### config.mk
export PLATFORM = sky130hd
export DESIGN_NAME = vend_change_dispenser
export DESIGN_NICKNAME = d
export VERILOG_FILES = /design/src/rtl/vend_pkg.sv /design/src/rtl/vend_coin_decode.sv /design/src/rtl/vend_change_dispenser.sv
export SDC_FILE = /design/constraint.sdc
export NUM_CORES = 1
export LEC_CHECK = 0
export CORE_MARGIN = 10
export CORE_UTILIZATION = 46
export CTS_CLUSTER_DIAMETER = 80
export CTS_CLUSTER_SIZE = 8
export DETAILED_ROUTE_END_ITERATION = 7
export PLACE_DENSITY = 0.73
export SLEW_MARGIN = 20
export SYNTH_ARGS = -nofsm -noshare
export SYNTH_HDL_FRONTEND = slang
export SYNTH_SLANG_ARGS = --single-unit
### constraint.sdc
create_clock -name i_clk -period 11.7 [get_ports i_clk]
set_clock_uncertainty 0.2 [all_clocks]
set_input_delay 1.17 -clock i_clk [delete_from_list [all_inputs] [get_ports i_clk]]
set_output_delay 1.17 -clock i_clk [all_outputs]
set_load 0.005 [all_outputs]
### src/rtl/vend_pkg.sv
// Shared types and constants for the vending coin datapath.
// Coin codes match the coin-input FSM encoding; values are in nickel units.
package vend_pkg;

    typedef enum logic [1:0] {
        NICKEL  = 2'b00,
        DIME    = 2'b01,
        QUARTER = 2'b10,
        NONE    = 2'b11
    } coin_sel_e;

    typedef enum logic [1:0] {
        StCollect = 2'b00,
        StVend    = 2'b01,
        StChange  = 2'b10
    } disp_state_e;

    localparam int unsigned CoinValW = 3;

    localparam logic [CoinValW-1:0] NickelVal  = 3'd1;
    localparam logic [CoinValW-1:0] DimeVal    = 3'd2;
    localparam logic [CoinValW-1:0] QuarterVal = 3'd5;

endpackage

### src/rtl/vend_coin_decode.sv
// Coin edge detector: flags a coin code that is new relative to the previous cycle
// and looks up its value in nickel units.
module vend_coin_decode
    import vend_pkg::*;
(
    input  logic                clk,
    input  logic                rst_n,
    input  coin_sel_e           coin_sel,
    output logic                coin_valid,
    output logic [CoinValW-1:0] coin_value
);

    coin_sel_e prev_sel_q;

    always_ff @(posedge clk or negedge rst_n) begin
        if (!rst_n) begin
            prev_sel_q <= NONE;
        end else begin
            prev_sel_q <= coin_sel;
        end
    end

    always_comb begin
        coin_valid = (coin_sel != NONE) && (coin_sel != prev_sel_q);
        coin_value = '0;
        case (coin_sel)
            NICKEL:  coin_value = NickelVal;
            DIME:    coin_value = DimeVal;
            QUARTER: coin_value = QuarterVal;
            default: coin_value = '0;
        endcase
    end

endmodule

### src/rtl/vend_change_dispenser.sv
// Credit accumulator, vend strobe and largest-first change/refund dispenser.
// All outputs decode from registered state so inputs never reach outputs combinationally.
module vend_change_dispenser
    import vend_pkg::*;
#(
    parameter int unsigned PRICE_NICKELS = 13,
    parameter int unsigned CREDIT_W      = 6
) (
    input  logic                i_clk,
    input  logic                ni_rst,
    input  logic [1:0]          i_coin_sel,
    input  logic                i_cancel,
    output logic                o_vend,
    output logic                o_nickel,
    output logic                o_dime,
    output logic                o_quarter,
    output logic                o_busy,
    output logic                o_reject,
    output logic [CREDIT_W-1:0] o_credit
);

    localparam logic [CREDIT_W-1:0] Price = CREDIT_W'(PRICE_NICKELS);

    disp_state_e         state_q, state_d;
    logic [CREDIT_W-1:0] credit_q, credit_d;
    logic                reject_q, reject_d;

    logic                coin_valid;
    logic [CoinValW-1:0] coin_value;
    logic [CREDIT_W-1:0] coin_sum;
    logic [CREDIT_W-1:0] change_val;
    logic                pay_quarter, pay_dime, pay_nickel, busy;

    vend_coin_decode u_coin_decode (
        .clk        (i_clk),
        .rst_n      (ni_rst),
        .coin_sel   (coin_sel_e'(i_coin_sel)),
        .coin_valid (coin_valid),
        .coin_value (coin_value)
    );

    always_ff @(posedge i_clk or negedge ni_rst) begin
        if (!ni_rst) begin
            state_q  <= StCollect;
            credit_q <= '0;
            reject_q <= 1'b0;
        end else begin
            state_q  <= state_d;
            credit_q <= credit_d;
            reject_q <= reject_d;
        end
    end

    // Coin selection for the current change cycle, largest denomination first.
    always_comb begin
        busy        = (state_q == StVend) || (state_q == StChange);
        pay_quarter = (state_q == StChange) && (credit_q >= CREDIT_W'(QuarterVal));
        pay_dime    = (state_q == StChange) && !pay_quarter
                      && (credit_q >= CREDIT_W'(DimeVal));
        pay_nickel  = (state_q == StChange) && (credit_q == CREDIT_W'(NickelVal));
        change_val  = '0;
        if (pay_quarter) begin
            change_val = CREDIT_W'(QuarterVal);
        end else if (pay_dime) begin
            change_val = CREDIT_W'(DimeVal);
        end else if (pay_nickel) begin
            change_val = CREDIT_W'(NickelVal);
        end
        coin_sum = credit_q + (coin_valid ? CREDIT_W'(coin_value) : '0);
    end

    always_comb begin
        state_d  = state_q;
        credit_d = credit_q;
        reject_d = busy && coin_valid;
        unique case (state_q)
            StCollect: begin
                credit_d = coin_sum;
                // Cancel takes priority over a price-reaching coin in the same cycle.
                if (i_cancel && (coin_sum != '0)) begin
                    state_d = StChange;
                end else if (coin_sum >= Price) begin
                    state_d = StVend;
                end
            end
            StVend: begin
                credit_d = credit_q - Price;
                state_d  = (credit_d != '0) ? StChange : StCollect;
            end
            StChange: begin
                credit_d = credit_q - change_val;
                if (credit_d == '0) begin
                    state_d = StCollect;
                end
            end
            default: begin
                state_d  = StCollect;
                credit_d = '0;
            end
        endcase
    end

    always_comb begin
        o_vend    = (state_q == StVend);
        o_nickel  = pay_nickel;
        o_dime    = pay_dime;
        o_quarter = pay_quarter;
        o_busy    = busy;
        o_reject  = reject_q;
        o_credit  = credit_q;
    end

endmodule

Word level (Yosys, flattened, before mapping)
Cells that the tools add are included.
{"block": "totals", "regBits": 11, "input_bits": 5, "output_inout_bits": 12, "elab_cells": 45}
{"block": "op_classes", "n_addsub": 3, "magnitude_cmp": 3, "n_eq_ne": 9, "n_mux": 11, "n_reduce_logical": 15}
{"operator": "$pmux W6 S3", "count": 1}
{"operator": "$reduce_bool A6 Y1", "count": 2}
{"operator": "$mux W2", "count": 5}
{"operator": "$pmux W3 S3", "count": 1}
{"operator": "$logic_and A1 B1 Y1", "count": 7}
{"operator": "$add A6 B3 Y6", "count": 1}
{"operator": "$eq A6 B1 Y1 const B", "count": 1}
{"operator": "$ge A6 B2 Y1 const B", "count": 1}
{"operator": "$ge A6 B3 Y1 const B", "count": 1}
{"operator": "$ge A6 B4 Y1 const B", "count": 1}
{"operator": "$logic_not A6 Y1", "count": 1}
{"operator": "$mux W3", "count": 2}
{"operator": "$pmux W2 S3", "count": 1}
{"operator": "$sub A6 B4 Y6 const B", "count": 1}
{"operator": "$sub A6 B6 Y6", "count": 1}
{"operator": "$eq A2 B1 Y1 const B", "count": 2}
{"operator": "$eq A2 B2 Y1 const B", "count": 2}
{"operator": "$logic_not A2 Y1", "count": 2}
{"operator": "$ne A3 B3 Y1 const B", "count": 1}
{"operator": "$ne A2 B1 Y1 const B", "count": 1}
{"operator": "$ne A2 B2 Y1", "count": 1}
{"operator": "$ne A2 B2 Y1 const B", "count": 1}
{"operator": "$reduce_and A2 Y1", "count": 1}
{"operator": "$logic_not A1 Y1", "count": 1}
{"operator": "other kinds (2)", "count": 2}

Depth between registers and ports, before layout
{"block": "depth", "word_depth": 11, "depth_mapped": 16, "mapped_depth_nobuf": 16}

Hierarchy
From an unflattened synthesis, not the netlist that was laid out.
{"block": "hier_totals", "hier_cells": 142, "area_unflattened_um2": 1219.9}
{"mod": "vend_change_dispenser", "instances": 1, "cells_per_inst": 133, "area_per_inst_um2": 1128.6, "seq_area_each_um2": 225.2}
{"mod": "vend_coin_decode", "instances": 1, "cells_per_inst": 9, "area_per_inst_um2": 91.3, "seq_area_each_um2": 52.6}

Least setup slack after synthesis
No wires, ideal clock.
{"block": "synth_timing", "kind": "flip-flop to flip-flop", "startpoint": "reg credit_q[1], in the netlist o_credit[1]", "endpoint": "reg state_q[1]", "setup_time_ns": 0.086, "arrival_ns": 3.413, "required_time_ns": 11.414, "path_slack_ns": 8.001, "stages_incl_launch_ff": 16, "n_path_buf": 0, "period_less_slack_ns": 3.699, "cell_sequence": "dfrtp_1 inv_1 ha_1 nand2b_1 a2111oi_2 nand2_1 a21oi_2 inv_1 a21o_1 ha_1 fa_1 inv_1 or3_4 o41ai_4 o21ai_1 a32oi_1"}
{"block": "synth_between", "elab_chain_cells": 11, "word_cells_on_any_way": 25, "cone_classes": "add/sub: 3; order compare: 3; eq/ne: 3; mux: 6; reduce/logical: 10"}
{"item": "start: declaration", "line_no": "vend_change_dispenser.sv:25", "source": "logic [CREDIT_W-1:0] credit_q, credit_d;"}
{"item": "start signal: assignment", "line_no": "vend_change_dispenser.sv:49", "source": "credit_q <= credit_d;"}
{"item": "$ge A6 B3 Y1", "line_no": "vend_change_dispenser.sv:57", "source": "pay_quarter = (state_q == StChange) && (credit_q >= CREDIT_W'(QuarterVal));"}
{"item": "$logic_and A1 B1 Y1", "line_no": "vend_change_dispenser.sv:57"}
{"item": "$logic_not A1 Y1", "line_no": "vend_change_dispenser.sv:58", "source": "pay_dime = (state_q == StChange) && !pay_quarter"}
{"item": "$logic_and A1 B1 Y1", "line_no": "vend_change_dispenser.sv:58"}
{"item": "$logic_and A1 B1 Y1", "line_no": "vend_change_dispenser.sv:59", "source": "&& (credit_q >= CREDIT_W'(DimeVal));"}
{"item": "$mux W2", "line_no": "vend_change_dispenser.sv:64", "source": "end else if (pay_dime) begin"}
{"item": "$mux W3", "line_no": "vend_change_dispenser.sv:62", "source": "if (pay_quarter) begin"}
{"item": "$sub A6 B6 Y6", "line_no": "vend_change_dispenser.sv:91", "source": "credit_d = credit_q - change_val;"}
{"item": "$logic_not A6 Y1", "line_no": "vend_change_dispenser.sv:92", "source": "if (credit_d == '0) begin"}
{"item": "$ne A2 B1 Y1 (no line)"}
{"item": "$reduce_and A2 Y1 (no line)"}
{"item": "end signal: assignment", "line_no": "vend_change_dispenser.sv:44", "source": "state_q <= StCollect;"}
{"item": "end signal: assignment", "line_no": "vend_change_dispenser.sv:48", "source": "state_q <= state_d;"}
{"item": "end: declaration", "line_no": "vend_change_dispenser.sv:24", "source": "disp_state_e state_q, state_d;"}
Several ways; a longest one is shown, not always the timed one.
A chain may end at the register's enable or synchronous reset.

Final worst setup path
Same ends and word-level chain as after synthesis.

==> flow_metrics.env <==
export IMPL_status="finished, final reports clean"
export IMPL_ant_nets=0
export IMPL_num_rows=18
export IMPL_post_cts_buffers=0
export IMPL_r2r_end="state_q[1]$_DFFE_PN0P_"
export IMPL_min_from="state_q[0]$_DFFE_PN0P_"
export IMPL_final_common_cell="clkdlybuf4s50_1"
export IMPL_async_reset_ff_share_pct=100
export IMPL_core_area_um2=2520
export IMPL_syn_inst=142
export IMPL_htree_levels=1
export IMPL_period_share_pct=34.8
export IMPL_synth_yosys_warnings=0
export IMPL_grt_pass1_vias=1066
export IMPL_rsz0062_at_grt="no"
export IMPL_areaGrowthSynthToFinish_pct=14.9
export IMPL_initial_core_util_pct=48.7
export IMPL_vias_per_cell=6.04
export IMPL_grt_start_max_net_pins=19
export IMPL_dpl_hpwl_mm=2.39
export IMPL_hold_path_class="reg2reg"
export IMPL_place_port_buffers=16
export IMPL_slowest_delay_ns=0.49
export IMPL_fmax_mhz=245
export IMPL_crit_path_end_kind="flip-flop"
export IMPL_clk_path_buf_depth=2
export IMPL_dr_pass1_iters=4
export IMPL_cts_root_buf="clkbuf_4"
export IMPL_ys_seq_elements=11
export IMPL_p_int_uw=221
export IMPL_grt_pass1_wl_mm=5.00
export IMPL_num_vias=1124
export IMPL_whs_ns=0.397
export IMPL_cap_violations=0
export IMPL_antenna_found_initial=0
export IMPL_leakage_nw=0.628
export IMPL_track_usage_pct=11.8
export IMPL_p_comb_share_pct=73.6
export IMPL_fin_nets=178
export IMPL_diodes=0
export IMPL_boundaryPins=17
export IMPL_clk_pin_slew_ns=0.07
export IMPL_setup_tns_ns=0
export IMPL_crit_type="reg2reg"
export IMPL_multi_input_area_um2=857
export IMPL_wl_per_cell_um=16.3
export IMPL_net_switching_power_uw=229
export IMPL_min_period_ns=4.08
export IMPL_cts_buffers=3
export IMPL_max_slew_margin_pct=59.8
export IMPL_clock_sinks=11
export IMPL_p_clk_share_pct=6.0
export IMPL_synth_seq_area_share_pct=22.6
export IMPL_overflow=0
export IMPL_cts_tree="built"
export IMPL_path_cells="inv_1 -> ha_1 -> nand2b_1 -> a2111oi_2 -> nand2_1 -> a21oi_2 -> inv_1 -> a21o_1 -> ha_1 -> fa_1 -> nor2b_1 -> nor3_1 -> xor2_1 -> o41ai_4 -> o21ai_1 -> a32oi_1"
export IMPL_worstSkewPairLatency_ns=0.28
export IMPL_layout_drive_gt1_share_pct=6.41
export IMPL_drt_initial_drc_count=85
export IMPL_synth_main_ff_cell="dfrtp_1"
export IMPL_r2r_slack_ns=7.62
export IMPL_p_per_area_nw_per_um2=319
export IMPL_vdd_drop_max_v=0.000194
export IMPL_drt_wl_total_mm=3.03
export IMPL_die_h_um=71.7
export IMPL_hold_path_end="state_q[0]$_DFFE_PN0P_"
export IMPL_cp_required_ns=11.69
export IMPL_routabilityCongestion=0.881
export IMPL_rr_startpoint="o_credit[1]$_DFF_PN0_"
export IMPL_critPathMaxFanout=8
export IMPL_cp_start_kind="flip-flop"
export IMPL_syn_nets=163
export IMPL_fillerInstances=245
export IMPL_crit_arrival_ns=4.06
export IMPL_setup_viol=0
export IMPL_hold_path_depth=2
export IMPL_seq_area_um2=278
export IMPL_die_area_um2=5140
export IMPL_worst_pin_slew_ns=0.603
export IMPL_synth_area_um2=1230
export IMPL_avgSynthCellArea_um2=8.65
export IMPL_cts_hold_buf=0
export IMPL_maxSlewViolCount=0
export IMPL_seq_power_share_pct=20.4
export IMPL_worst_r2r_path_depth=16
export IMPL_drc=0
export IMPL_p_sw_share_pct=50.9
export IMPL_hold_violations=0
export IMPL_final_cell_mix="clkdlybuf4s50_1 (16), inv_1 (14), ha_1 (14)"
export IMPL_ctsResizeCount=0
export IMPL_synth_cell_type_count=47
export IMPL_slowest_stage="dfrtp_1"
export IMPL_synth_edff_count=0
export IMPL_die_x_um=71.7
-- Yosys cell counts, types with 3 or more instances --
cell     number  share of area [%]
inv_1        14                4.3
nand2_1      10                3.1
a21o_1        3                1.8
xnor2_1       9                6.4
o21ai_0       4                1.6
o22ai_1       3                1.5
buf_2         3                1.2
dfrtp_1       9                 18
nor3_1        3                1.2
a21oi_1      11                4.5
ha_1         14                 14
nor2_1       12                3.7
-- critical path, delay by kind of cell, from the launching register on --
kind	cells	cell delay (ns)
compound gates	6	1.46
fa+ha+maj	3	0.90
simple gates	4	0.43
buf+inv	2	0.29
flops	1	0.49
xor+xnor	1	0.20
-- cell type report --
| type | count | share of cell area, % |
|---|---|---|
| flip-flops and latches | 11 | 19.7 |
| clock buffers | 4 | 1.86 |
| repair buffers | 16 | 11.3 |
| multi-input cells | 111 | 60.7 |
| inverters | 14 | 3.72 |
| well taps | 30 | 2.66 |
-- state kept, by name (all words and copies together), names as in the netlist --
register                  cells
u_coin_decode.prev_sel_q      2
o_reject                      1
o_credit                      6
state_q                       2
-- stage by stage --
stage	utilization (%)	cells	power [mW]	area, um2	worst slack [ns]
after global placement	54.9	182	0.415	1390	7.75
after CTS	56.0	186	0.450	1410	7.64
final	56.0	186	0.450	1410	7.62
after detailed placement	54.9	182	0.420	1390	7.67
after floorplan	-	142	0.331	1230	8.00
after global routing	56.0	186	0.491	1410	7.36
-- power by group through the flow --
stage,Clock [mW],Sequential [mW],Combinational [mW]
after floorplan,0,0.0688,0.262
after global placement,0,0.0915,0.323
after detailed placement,0,0.0925,0.327
after CTS,0.0286,0.0916,0.330
after global routing,0.0306,0.0954,0.365
final,0.0269,0.0919,0.331
-- worst max-delay path by stage --
stage                                startpoint                endpoint  slack [ns]  cells after the start
after global routing      o_credit[1]$_DFF_PN0_  state_q[1]$_DFFE_PN0P_        7.36                     16
after global placement            i_coin_sel[1]  state_q[0]$_DFFE_PN0P_        7.75                     11
after detailed placement          i_coin_sel[1]  state_q[1]$_DFFE_PN0P_        7.67                     11
after floorplan           o_credit[1]$_DFF_PN0_  state_q[1]$_DFFE_PN0P_        8.00                     15
after CTS                 o_credit[1]$_DFF_PN0_  state_q[1]$_DFFE_PN0P_        7.64                     16
final                     o_credit[1]$_DFF_PN0_  state_q[1]$_DFFE_PN0P_        7.62                     16
-- layer usage --
| metal | GRT usage, % | up-vias | part of all wire (%) |
|---|---|---|---|
| met1 | 14.5 | 536 | 43 |
| met5 | 0 | - | 0 |
| met2 | 19.1 | 45 | 48 |
| met3 | 4.27 | 2 | 9.0 |
| li1 | - | 541 | - |
| met4 | 2.58 | 0 | 0.43 |
-- cells by family after synthesis --
family | share of synthesized area (%)
buffers and inverters | 7.64
xor gates and xnor gates | 7.84
adders and majority gates | 17.5
AOI/OAI and AO/OA | 28.2
and+or+nand+nor | 16.2
DFF | 22.6
Power figures use the tool's default switching activity.
